### config.mk
export PLATFORM = sky130hd
export DESIGN_NAME = start_bit_validator_flat
export DESIGN_NICKNAME = d
export VERILOG_FILES = /design/src/rtl/start_bit_validator_if.sv /design/src/rtl/start_bit_validator.sv /design/src/flat_wrapper.sv
export SDC_FILE = /design/constraint.sdc
export NUM_CORES = 1
export LEC_CHECK = 0
export ABC_AREA = 1
export ABC_CLOCK_PERIOD_IN_PS = 6500
export BUFFER_PORTS_ARGS = -buffer_cell sky130_fd_sc_hd__buf_2
export CAP_MARGIN = 5
export CORE_ASPECT_RATIO = 0.9
export CORE_MARGIN = 1
export CORE_UTILIZATION = 25
export DETAILED_ROUTE_END_ITERATION = 12
export HOLD_SLACK_MARGIN = 0.08
export PLACE_DENSITY = 0.42
export SKIP_CTS_REPAIR_TIMING = 1
export SKIP_LAST_GASP = 1
export SYNTH_ARGS = -nofsm -noshare
export SYNTH_HDL_FRONTEND = slang
export SYNTH_SLANG_ARGS = --single-unit
### constraint.sdc
create_clock -name CLK -period 6.5 [get_ports CLK]
set_clock_uncertainty 0.2 [all_clocks]
set_input_delay 1.625 -clock CLK [delete_from_list [all_inputs] [get_ports CLK]]
set_output_delay 1.625 -clock CLK [all_outputs]
set_load 0.1 [all_outputs]
### src/rtl/start_bit_validator_if.sv
// -----------------------------------------------------------------------------
// start_bit_validator_if
// Groups the control, serial line and status signals of start_bit_validator.
//   Enable      : arms detection; low aborts any operation
//   RX_IN       : synchronised serial line, idle high
//   Prescale    : oversampling ratio in clocks per bit
//   strt_valid  : one-cycle pulse, start bit confirmed
//   strt_glitch : one-cycle pulse, start edge rejected as a glitch
//   busy        : high while a start bit is being timed
//   glitch_cnt  : saturating count of rejected start edges
// Modports: master drives the inputs (RX front end / bench),
//           slave is the validator itself.
// -----------------------------------------------------------------------------
interface start_bit_validator_if #(
  parameter int PRESCALE_W = 6,
  parameter int GCNT_W     = 8
);
  logic                  Enable;
  logic                  RX_IN;
  logic [PRESCALE_W-1:0] Prescale;
  logic                  strt_valid;
  logic                  strt_glitch;
  logic                  busy;
  logic [GCNT_W-1:0]     glitch_cnt;

  modport master (
    output Enable, RX_IN, Prescale,
    input  strt_valid, strt_glitch, busy, glitch_cnt
  );

  modport slave (
    input  Enable, RX_IN, Prescale,
    output strt_valid, strt_glitch, busy, glitch_cnt
  );
endinterface

### src/rtl/start_bit_validator.sv
// -----------------------------------------------------------------------------
// start_bit_validator
// Detects a start-bit falling edge on the synchronised RX line, times the bit
// at a runtime-selectable oversampling ratio, majority-votes MAJORITY samples
// around bit centre and reports a confirmed start bit or a glitch.
// Ports:
//   CLK  : clock
//   RST  : asynchronous active-high reset
//   bus  : start_bit_validator_if.slave (Enable, RX_IN, Prescale in;
//          strt_valid, strt_glitch, busy, glitch_cnt out, all registered)
// -----------------------------------------------------------------------------
module start_bit_validator #(
  parameter int PRESCALE_W = 6,
  parameter int MAJORITY   = 3,
  parameter int GCNT_W     = 8
) (
  input  logic CLK,
  input  logic RST,
  start_bit_validator_if.slave bus
);

  typedef enum logic [1:0] {IDLE, SAMPLE, HOLD} state_t;

  // The shortest legal bit period still leaves room for every vote sample.
  localparam logic [PRESCALE_W-1:0] MIN_PE    = PRESCALE_W'(2 * MAJORITY);
  localparam logic [PRESCALE_W-1:0] HALF_SPAN = PRESCALE_W'((MAJORITY - 1) / 2);
  localparam logic [PRESCALE_W-1:0] ONE       = PRESCALE_W'(1);
  localparam logic [3:0]            VOTE_HALF = 4'(MAJORITY / 2);

  state_t                state_q, state_d;
  logic [PRESCALE_W-1:0] cnt_q, cnt_d;
  logic [PRESCALE_W-1:0] pe_q, pe_d;
  logic [MAJORITY-1:0]   sreg_q, sreg_d;
  logic [GCNT_W-1:0]     gcnt_q, gcnt_d;
  logic                  valid_q, valid_d;
  logic                  glitch_q, glitch_d;
  logic                  busy_q;
  logic                  rx_prev;

  logic [PRESCALE_W-1:0] pe_raw, pe_eff;
  logic [PRESCALE_W-1:0] s_first, s_last;
  logic                  in_window;
  logic [3:0]            ones;

  // Odd prescales are rounded down so bit centre falls on a whole cycle.
  assign pe_raw    = bus.Prescale & ~ONE;
  assign pe_eff    = (pe_raw < MIN_PE) ? MIN_PE : pe_raw;
  assign s_first   = (pe_q >> 1) - HALF_SPAN;
  assign s_last    = (pe_q >> 1) + HALF_SPAN;
  assign in_window = (cnt_q >= s_first) && (cnt_q <= s_last);

  // At the last sample cycle the final sample is still on the line, so the
  // vote adds the live RX_IN to the ones already stored.
  always_comb begin
    ones = 4'(bus.RX_IN);
    for (int i = 0; i < MAJORITY; i++) begin
      ones = ones + 4'(sreg_q[i]);
    end
  end

  // NOTE: every signal assigned here gets a default first, so no path can
  // leave it unassigned and infer a latch.
  always_comb begin
    state_d  = state_q;
    cnt_d    = cnt_q;
    pe_d     = pe_q;
    sreg_d   = sreg_q;
    gcnt_d   = gcnt_q;
    valid_d  = 1'b0;
    glitch_d = 1'b0;

    case (state_q)
      IDLE: begin
        if (bus.Enable && rx_prev && !bus.RX_IN) begin
          state_d = SAMPLE;
          cnt_d   = ONE;
          pe_d    = pe_eff;
          sreg_d  = '0;
        end
      end

      SAMPLE: begin
        if (!bus.Enable) begin
          // Abort: partial vote discarded, no pulse, counter untouched.
          state_d = IDLE;
        end else begin
          cnt_d = cnt_q + ONE;
          if (in_window) begin
            sreg_d = (sreg_q << 1) | MAJORITY'(bus.RX_IN);
          end
          if ((cnt_q == s_last) && (ones > VOTE_HALF)) begin
            glitch_d = 1'b1;
            state_d  = IDLE;
            if (gcnt_q != '1) begin
              gcnt_d = gcnt_q + GCNT_W'(1);
            end
          end else if (cnt_q == pe_q - ONE) begin
            valid_d = 1'b1;
            state_d = HOLD;
          end
        end
      end

      // Data bits follow the start bit; only Enable low re-arms detection.
      HOLD: begin
        if (!bus.Enable) begin
          state_d = IDLE;
        end
      end

      default: state_d = IDLE;
    endcase
  end

  // NOTE: sequential state uses non-blocking assignments so every register
  // samples pre-edge values regardless of statement order.
  always_ff @(posedge CLK or posedge RST) begin
    if (RST) begin
      state_q  <= IDLE;
      cnt_q    <= '0;
      pe_q     <= MIN_PE;
      sreg_q   <= '0;
      gcnt_q   <= '0;
      valid_q  <= 1'b0;
      glitch_q <= 1'b0;
      busy_q   <= 1'b0;
      rx_prev  <= 1'b1;
    end else begin
      state_q  <= state_d;
      cnt_q    <= cnt_d;
      pe_q     <= pe_d;
      sreg_q   <= sreg_d;
      gcnt_q   <= gcnt_d;
      valid_q  <= valid_d;
      glitch_q <= glitch_d;
      busy_q   <= (state_d == SAMPLE);
      rx_prev  <= bus.RX_IN;
    end
  end

  assign bus.strt_valid  = valid_q;
  assign bus.strt_glitch = glitch_q;
  assign bus.busy        = busy_q;
  assign bus.glitch_cnt  = gcnt_q;

endmodule

### src/flat_wrapper.sv
// flat-port wrapper written by rule: the top's interface ports become plain ports
module start_bit_validator_flat 
#(
  parameter int PRESCALE_W = 6,
  parameter int MAJORITY   = 3,
  parameter int GCNT_W     = 8
)
  (CLK, RST, bus_Enable, bus_RX_IN, bus_Prescale, bus_strt_valid, bus_strt_glitch, bus_busy, bus_glitch_cnt);
  start_bit_validator_if #(.PRESCALE_W(PRESCALE_W), .GCNT_W(GCNT_W)) bus_i ();
  input  logic CLK;
  input  logic RST;
  input wire logic [$bits(bus_i.Enable)-1:0] bus_Enable;
  input wire logic [$bits(bus_i.RX_IN)-1:0] bus_RX_IN;
  input wire logic [$bits(bus_i.Prescale)-1:0] bus_Prescale;
  output wire logic [$bits(bus_i.strt_valid)-1:0] bus_strt_valid;
  output wire logic [$bits(bus_i.strt_glitch)-1:0] bus_strt_glitch;
  output wire logic [$bits(bus_i.busy)-1:0] bus_busy;
  output wire logic [$bits(bus_i.glitch_cnt)-1:0] bus_glitch_cnt;
  assign bus_i.Enable = bus_Enable;
  assign bus_i.RX_IN = bus_RX_IN;
  assign bus_i.Prescale = bus_Prescale;
  assign bus_strt_valid = bus_i.strt_valid;
  assign bus_strt_glitch = bus_i.strt_glitch;
  assign bus_busy = bus_i.busy;
  assign bus_glitch_cnt = bus_i.glitch_cnt;
  start_bit_validator #(.PRESCALE_W(PRESCALE_W), .MAJORITY(MAJORITY), .GCNT_W(GCNT_W)) u_core (.CLK(CLK), .RST(RST), .bus(bus_i));
endmodule
# --- Word level (Yosys, flattened, before mapping) ---
# Cells that the tools add are included.
word_totals:
  out_inout_bits: 11
  regBits: 29
  inputBits: 10
classes:
  eq_ne: 9
  n_mux: 21
  add_sub_neg: 8
  reduce_logical: 11
  n_lt_le_gt_ge: 4
  bitwise_logic: 1
op_table:
  columns: ["cell", "count"]
  rows:
  - ["6-bit 2-to-1 mux", 3]
  - ["6-bit equality test", 2]
  - ["6-bit case mux with 2 select lines", 1]
  - ["2-bit 2-to-1 mux", 5]
  - ["3-bit 2-to-1 mux", 3]
  - ["4-bit by 1-bit adder with 4-bit output", 2]
  - ["8-bit by 1-bit adder with 8-bit output (second input constant)", 1]
  - ["8-bit != test (second input constant)", 1]
  - ["4-bit AND reduction", 2]
  - ["1-bit 2-to-1 mux", 7]
  - ["5-bit by 1-bit adder with 6-bit output (second input constant)", 1]
  - ["6-bit by 1-bit adder with 6-bit output (second input constant)", 1]
  - ["6-bit greater-or-equal comparator", 1]
  - ["6-bit <= comparator", 1]
  - ["6-bit by 3-bit < comparator with 1-bit output (second input constant)", 1]
  - ["2-bit case mux with 3 select lines", 1]
  - ["3-bit case mux with 2 select lines", 1]
  - ["5-bit by 1-bit subtractor with 6-bit output (second input constant)", 1]
  - ["6-bit by 1-bit subtractor with 6-bit output (second input constant)", 1]
  - ["2-bit by 1-bit equality test with 1-bit output (second input constant)", 2]
  - ["4-bit by 1-bit > comparator with 1-bit output (second input constant)", 1]
  - ["1-bit logical AND", 4]
  - ["2-bit by 1-bit != test with 1-bit output (second input constant)", 2]
  - ["3-bit by 1-bit bitwise OR with 3-bit output", 1]
  - ["8 further kinds", 8]

# --- Longest topological paths before layout ---
# Gate-level depths: netlist of run 1.
logic_depth:
  ltp_word: 9
  ltp_mapped: 15
  depth_no_buf: 15

# --- Worst setup path after synthesis of run 1 ---
# No wires, ideal clock.
synth_path:
  path_type: "input -> register"
  start: "input port bus_RX_IN"
  end: "register u_core.gcnt_q[4], in the netlist u_core.bus.glitch_cnt[4]"
  stages: 10
  setup_slack_ns: 3.342
  arrival_time_ns: 2.832
  setup_ns: 0.126
  n_path_buf: 1
  path_cell_list: "ha_1 ha_1 nand2_1 nand2_1 nand3_2 nor2_4 o21ai_2 buf_6 o21ai_1 nand2_1"
synth_between:
  elab_chain_len: 6
synth_lines:
  columns: ["item", "line_no", "text"]
  rows:
  - ["start, declared", "flat_wrapper.sv:13", "input wire logic [$bits(bus_i.RX_IN)-1:0] bus_RX_IN;"]
  - ["1-bit by 1-bit adder with 2-bit output", "start_bit_validator.sv:57", "ones = ones + 4'(sreg_q[i]);"]
  - ["4-bit by 1-bit adder with 4-bit output (2 in series)", "start_bit_validator.sv:57", null]
  - ["4-bit by 1-bit > comparator with 1-bit output", "start_bit_validator.sv:91", "if ((cnt_q == s_last) && (ones > VOTE_HALF)) begin"]
  - ["1-bit logical AND", "start_bit_validator.sv:91", null]
  - ["4-bit AND reduction (no source line)", null, null]
  - ["end signal, assigned", "start_bit_validator.sv:133", "gcnt_q <= gcnt_d;"]
  - ["end, declared", "start_bit_validator.sv:34", "logic [GCNT_W-1:0] gcnt_q, gcnt_d;"]
# No other way between the ends.
# A chain may end at the register's enable or synchronous reset.

# --- Worst setup path after layout of run 1 ---
layout_path:
  start: "input port bus_RX_IN"
  end: "register u_core.gcnt_q[5], in the netlist u_core.bus.glitch_cnt[5]"
# The elaborated chain is that of the path after synthesis.

==> flow_summary.ini, run 1 <==
[route]
dr.pass1.iters = 4
wirelength_um = 3950
antenna_left = 0
drt-initial-drc-count = 68
drc_errors = 0
wire_per_inst_um = 10.91
num_vias = 1503
via_per_inst = 4.152

[critical_path]
cpPeakStageDelay_ns = 0.30
worst-path-max-fanout = 11
crit_cells = 11
cp_top_family = adder cells
path_class = in -> reg
path_cells = buf_2 > ha_1 > ha_1 > nand2_1 > nand2_1 > nand3_2 > nor2_4 > o21ai_2 > inv_1 > nand2_1 > o21ai_0
critPathCaptureType = flop
worst_ep_arrival_time_ns = 3.17
crit_path_start = bus_RX_IN
cp.buffers_inverters = 2
crit_required_ns = 6.47
rr_startpoint = u_core.pe_q[1]$_DFFE_PP1P_
cpMostUsedCell = nand2_1
cpMaxStageDelayCell = ha_1
setup.worst_path.start_class = input port
ff2ff_path_depth = 13

[synth]
synth.cell_area_mm2 = 0.001884
seq_area_frac_synth_pct = 37.38
synth-seq-cells = 28
ys_types = 29
synth_warnings = 0
synth_edf_count = 0
postSynthNetCount = 275
avgSynthCellArea_um2 = 7.598
netlist_top_cells_area = dfrtp_1 (33%), nand2_1 (14%), ha_1 (11%)
synth_area_leader_cell = dfrtp_1
yosysTopAreaCellShare_pct = 33.20
async_reset_ff_share_pct = 100.0
synthFlopType = dfrtp_1
syn_inst = 248

[cts]
cts_tree = built
cts.htree.levels = 1
clk_path_buf_depth = 2
clkSinkCount = 28
clk_pin_slew_ns = 0.10
clockRootBuffer = clkbuf_8
insertion_delay_ns = 0.27
cts_buffers = 3

[place]
portBuffers = 19
hpwl_um = 3235
place_congestion = 0.7522

[grt]
grt_pass1_wl_um = 6920
grt_pass1_vias = 1391
grt_usage_pct = 11.18
grt_max_degree = 29
antenna_found_initial = 0
grt_overflow = 0

[timing]
slew_viol_final = 0
rsz0062_at_grt = no
max_slew.worst_pin.slew_ns = 0.5621
setup_tns_ns = 0
max_freq_mhz = 312.6
post-route-min-period_ns = 3.199
hold_viol_final = 0
slew_headroom_pct = 62.49
setup_viol_count_final = 0
min_period_over_period_pct = 49.21

[cells_and_area]
diodes = 0
syn2layout_area_growth_pct = 13.08
fillers = 809
drive_above_1_share_pct = 14.50
layout.nets = 297

[power_and_ir_drop]
p_leak_nw = 1.130
power.total_w = 0.0005418
irDropWorstVdd_mv = 0.08900
p_per_area_mw_per_mm2 = 254.3

[worst_hold_path]
hold_depth = 2
hp-start = u_core.sreg_q[2]$_DFFE_PP0P_
holdCritPathClass = reg -> reg

[run_status]
status = completed

[die]
initial_core_util_pct = 26.23
rows = 29
coreArea_mm2 = 0.007184
pin_count = 21
dieArea_mm2 = 0.007889
die_h_um = 84.36
die_width_um = 93.52

[run]
max-cap-violations = 0
[power by group]
group / switching, W / internal (W) / leakage (nW)
Combinational: 0.000137 / 0.0000739 / 0.742
Sequential: 0.0000271 / 0.000196 / 0.359
Clock: 0.0000540 / 0.0000542 / 0.0288
[cells in the mapped netlist, types with 4 or more instances]
cell and n:
xnor2_1 5, xor2_1 7, dfrtp_1 25, inv_1 35, nor2_1 18, o21ai_0 7, nand3_1 16, nor3_1 4
a21oi_1 7, ha_1 17, nand4_1 6, nand2_1 72, o21ai_1 4
[cell type report]
type	instances	area [um^2]	area share (%)
multi-input cells	180	1013	47.56
flip-flops and latches	28	704.4	33.06
inverters	37	138.9	6.518
well taps	93	116.4	5.461
repair buffers	20	102.6	4.815
clock buffers	4	55.05	2.584
[metal layers]
metal	vias up	part of all wire, %	track usage, %	wire length (um)
met1	659	57	16.99	2246
li1	832	-	-	-
met3	2	1.8	2.446	72
met2	10	41	16.38	1615
met5	-	0	0	0
met4	0	0.43	1.678	17
[path summary, 6_finish.rpt]
check,end,slack (ns)
hold reg to reg,u_core.sreg_q[2]$_DFFE_PP0P_,0.30
max in group asynchronous,u_core.rx_prev$_DFF_PP1_,4.59
setup / recovery,u_core.bus.glitch_cnt[5]$_DFFE_PP0P_,3.30
hold / removal,u_core.sreg_q[2]$_DFFE_PP0P_,0.30
setup reg to reg,u_core.bus.glitch_cnt[5]$_DFFE_PP0P_,3.71
min in group asynchronous,u_core.bus.glitch_cnt[1]$_DFFE_PP0P_,1.20
[metrics by stage]
stage                     util, %  instance area [um^2]  worst slack [ns]  hold WS (ns)  instances
after floorplan                 -                  1884             3.342        0.2483        248
after global placement      28.89                  2076             3.031        0.2823        358
after detailed placement    28.89                  2076             3.028        0.2780        358
after CTS                   29.66                  2131             3.328        0.3024        362
after global routing        29.66                  2131             3.168        0.3236        362
final                       29.66                  2131             3.301        0.3020        362
[registers in the layout (all words and copies together) (netlist names)]
register                cells
u_core.sreg_q               3
u_core.rx_prev              1
u_core.bus.busy             1
u_core.bus.strt_valid       1
u_core.bus.strt_glitch      1
u_core.pe_q                 5
u_core.bus.glitch_cnt       8
u_core.cnt_q                6
u_core.state_q              2
[worst min-delay path, stage by stage, from the launching register on]
cell	delay [ns]
dfrtp_1	0.37
nand2_1	0.06
nand2_1	0.05
[cells by family (layout without fill, tap and decap cells)]
kind of cell	count (synthesis)	count (layout)	synth area share, %
and+or+nand+nor	127	127	29.62
adders and majority gates	17	17	11.29
DFF	28	28	37.38
AOI/OAI and AO/OA	24	24	7.304
xor gates and xnor gates	12	12	5.578
buffers and inverters	40	61	8.831
[placed cells by master, fill, tap and decap left out, types with 3 or more instances in the layout]
master / instances
nand4_1: 6
o21ai_1: 4
buf_2: 19
a21oi_1: 7
ha_1: 17
nand3_1: 16
o21ai_0: 7
clkbuf_8: 4
nor2_2: 3
inv_1: 35
nor2_1: 18
dfstp_2: 3
xor2_1: 7
dfrtp_1: 25
nor3_1: 4
a31oi_1: 3
xnor2_1: 5
nand2_1: 72
Note: power is estimated with default switching activity, not from simulation.
==> run 2: changes to the inputs <==
--- a/config.mk
+++ b/config.mk
@@ -5,8 +5,8 @@
 export SDC_FILE = /design/constraint.sdc
 export NUM_CORES = 1
 export LEC_CHECK = 0
-export ABC_AREA = 1
-export ABC_CLOCK_PERIOD_IN_PS = 6500
+export ABC_AREA = 0
+export ABC_CLOCK_PERIOD_IN_PS = 3230
 export BUFFER_PORTS_ARGS = -buffer_cell sky130_fd_sc_hd__buf_2
 export CAP_MARGIN = 5
 export CORE_ASPECT_RATIO = 0.9
==> constraint.sdc (replaced) <==
create_clock -name CLK -period 3.23 [get_ports CLK]
set_clock_uncertainty 0.2 [all_clocks]
set_input_delay 0.8075 -clock CLK [delete_from_list [all_inputs] [get_ports CLK]]
set_output_delay 0.8075 -clock CLK [all_outputs]
set_load 0.1 [all_outputs]
==> flow_summary.ini, run 2 <==
[cells_and_area]
largest_reg_flops = 8
diodes = 0
drive_above_1_share_pct = 19.90
layout_common_cells = dfrtp_1 (25), nand2_1 (19), buf_2 (19), ha_1 (17), xnor2_1 (13)
final_common_cell = dfrtp_1
syn2layout_area_growth_pct = 15.95
fillers = 700
layout.nets = 219

[cts]
cts_tree = built
clk_pin_slew_ns = 0.10
cts_buffers = 3
clockRootBuffer = clkbuf_8
clkSinkCount = 28
insertion_delay_ns = 0.27
cts.htree.levels = 1
clk_path_buf_depth = 2

[critical_path]
setup.worst_path.start_class = flop
cp_top_family = compound AO/OA/AOI/OAI gates
cpMaxStageDelayCell = o311ai_0
crit_path_start = u_core.pe_q[1]$_DFFE_PP1P_
path_class = reg -> reg
rr_startpoint = u_core.pe_q[1]$_DFFE_PP1P_
worst-path-max-fanout = 6
path_cells = inv_1 > ha_1 > inv_1 > ha_1 > nand3_1 > o311ai_0 > nor4_2 > a31o_2
crit_required_ns = 3.19
cpPeakStageDelay_ns = 0.62
cp.buffers_inverters = 2
critPathCaptureType = flop
worst_ep_arrival_time_ns = 2.81

[timing]
hold_viol_final = 0
max_slew.worst_pin.slew_ns = 0.5941
setup_tns_ns = 0
setup_viol_count_final = 0
rsz0062_at_grt = no
post-route-min-period_ns = 2.852
slew_viol_final = 0
hold_ws_ns = 0.2921
max_freq_mhz = 350.6
slew_headroom_pct = 59.89
min_period_over_period_pct = 88.30

[synth]
yosysTopAreaCellShare_pct = 35.61
synth_warnings = 0
syn_inst = 169
postSynthNetCount = 196
synthFlopType = dfrtp_1
avgSynthCellArea_um2 = 10.39
yosysMostFrequentCell = dfrtp_1
ys_top_cells_by_count = dfrtp_1 (25), nand2_1 (19), ha_1 (17)
synth_area_leader_cell = dfrtp_1
seq_area_frac_synth_pct = 40.10
synth_edf_count = 0
ys_types = 41
async_reset_ff_share_pct = 100.0
synth.cell_area_mm2 = 0.001757
netlist_top_cells_area = dfrtp_1 (36%), ha_1 (12%), xnor2_1 (6.5%)
synth-seq-cells = 28

[die]
die_h_um = 81.53
die_width_um = 90.36
coreArea_mm2 = 0.006691
dieArea_mm2 = 0.007367
initial_core_util_pct = 26.25
rows = 28
pin_count = 21

[route]
drt-initial-drc-count = 49
drc_errors = 0
num_vias = 1265
via_per_inst = 4.502
wire_per_inst_um = 12.82
antenna_left = 0
dr.pass1.iters = 3
wirelength_um = 3602

[power_and_ir_drop]
p_per_area_mw_per_mm2 = 520.0
irDropWorstVdd_mv = 0.2209
p_leak_nw = 0.9815

[run_status]
status = completed

[grt]
grt_overflow = 0
antenna_found_initial = 0
grt_pass1_vias = 1282
grt_pass1_wl_um = 6575
grt_max_degree = 29
grt_usage_pct = 11.29

[worst_hold_path]
hp-start = u_core.bus.glitch_cnt[5]$_DFFE_PP0P_
holdCritPathClass = reg -> reg

[place]
place_congestion = 0.7199
portBuffers = 19
hpwl_um = 2842

[run]
max-cap-violations = 0
[run 2: changes by cell type after synthesis, moves of 4 or more]
cell / change
a21oi_1: -5
and3_1: +5
inv_1: -28
nand2_1: -53
nand3_1: -8
nor2_1: -14
o21ai_1: -4
xnor2_1: +8
[run 2: kinds of logic (layout without fill, tap and decap cells)]
| kind of cell | after synthesis | in the layout | share of synthesized area, % |
|---|---|---|---|
| XOR/XNOR | 22 | 22 | 12.61 |
| multiplexers | 4 | 4 | 2.564 |
| adder cells (fa/ha/maj) | 17 | 17 | 12.11 |
| buffers and inverters | 12 | 34 | 3.134 |
| AND/OR/NAND/NOR | 59 | 59 | 18.95 |
| AO/OA/AOI/OAI | 27 | 27 | 10.54 |
| flip-flops | 28 | 28 | 40.10 |
[run 2: cell type report]
class	count	area, um^2	share of cell area [%]
flip-flops and latches	28	704.4	34.58
inverters	7	26.28	1.290
well taps	90	112.6	5.528
clock buffers	3	41.29	2.027
clock inverters	1	30.03	1.474
multi-input cells	129	997.2	48.96
repair buffers	23	125.1	6.143
[run 2: layer usage]
metal	global-route usage, %	share of wire, %	vias up
li1	-	-	650
met1	16.95	57	600
met2	16.79	40	15
met3	2.593	2.6	0
met4	1.452	0	0
met5	0	0	-
[run 2: worst paths after layout]
check | end | slack [ns] | cells past startpoint
worst max register to register | u_core.state_q[1]$_DFF_PP0_ | 0.38 | 8
worst min register to register | u_core.bus.glitch_cnt[5]$_DFFE_PP0P_ | 0.29 | 1
worst max-delay path | u_core.state_q[1]$_DFF_PP0_ | 0.38 | 8
max in group asynchronous | u_core.rx_prev$_DFF_PP1_ | 2.13 | 3
min in group asynchronous | u_core.bus.strt_glitch$_DFF_PP0_ | 0.38 | 3
worst min-delay path | u_core.bus.glitch_cnt[5]$_DFFE_PP0P_ | 0.29 | 1
[run 2: where the power goes]
part	internal [W]	total, W	leakage [nW]	switching, W
clock	0.000166	0.000271	0.0357	0.000105
sequential	0.000388	0.000451	0.372	0.0000632
combinational	0.000154	0.000337	0.574	0.000183
[run 2: per-stage QoR]
step / worst slack (ns) / cells / power [W] / area (um^2) / utilization, %
global route: 0.1134 / 281 / 0.001153 / 2037 / 30.44
global placement: 0.3340 / 277 / 0.0008015 / 1966 / 29.38
detailed placement: 0.3230 / 277 / 0.0007982 / 1966 / 29.38
CTS: 0.3640 / 281 / 0.001077 / 2037 / 30.44
floorplan: 0.5254 / 169 / 0.0007167 / 1757 / -
finish: 0.3778 / 281 / 0.001059 / 2037 / 30.44
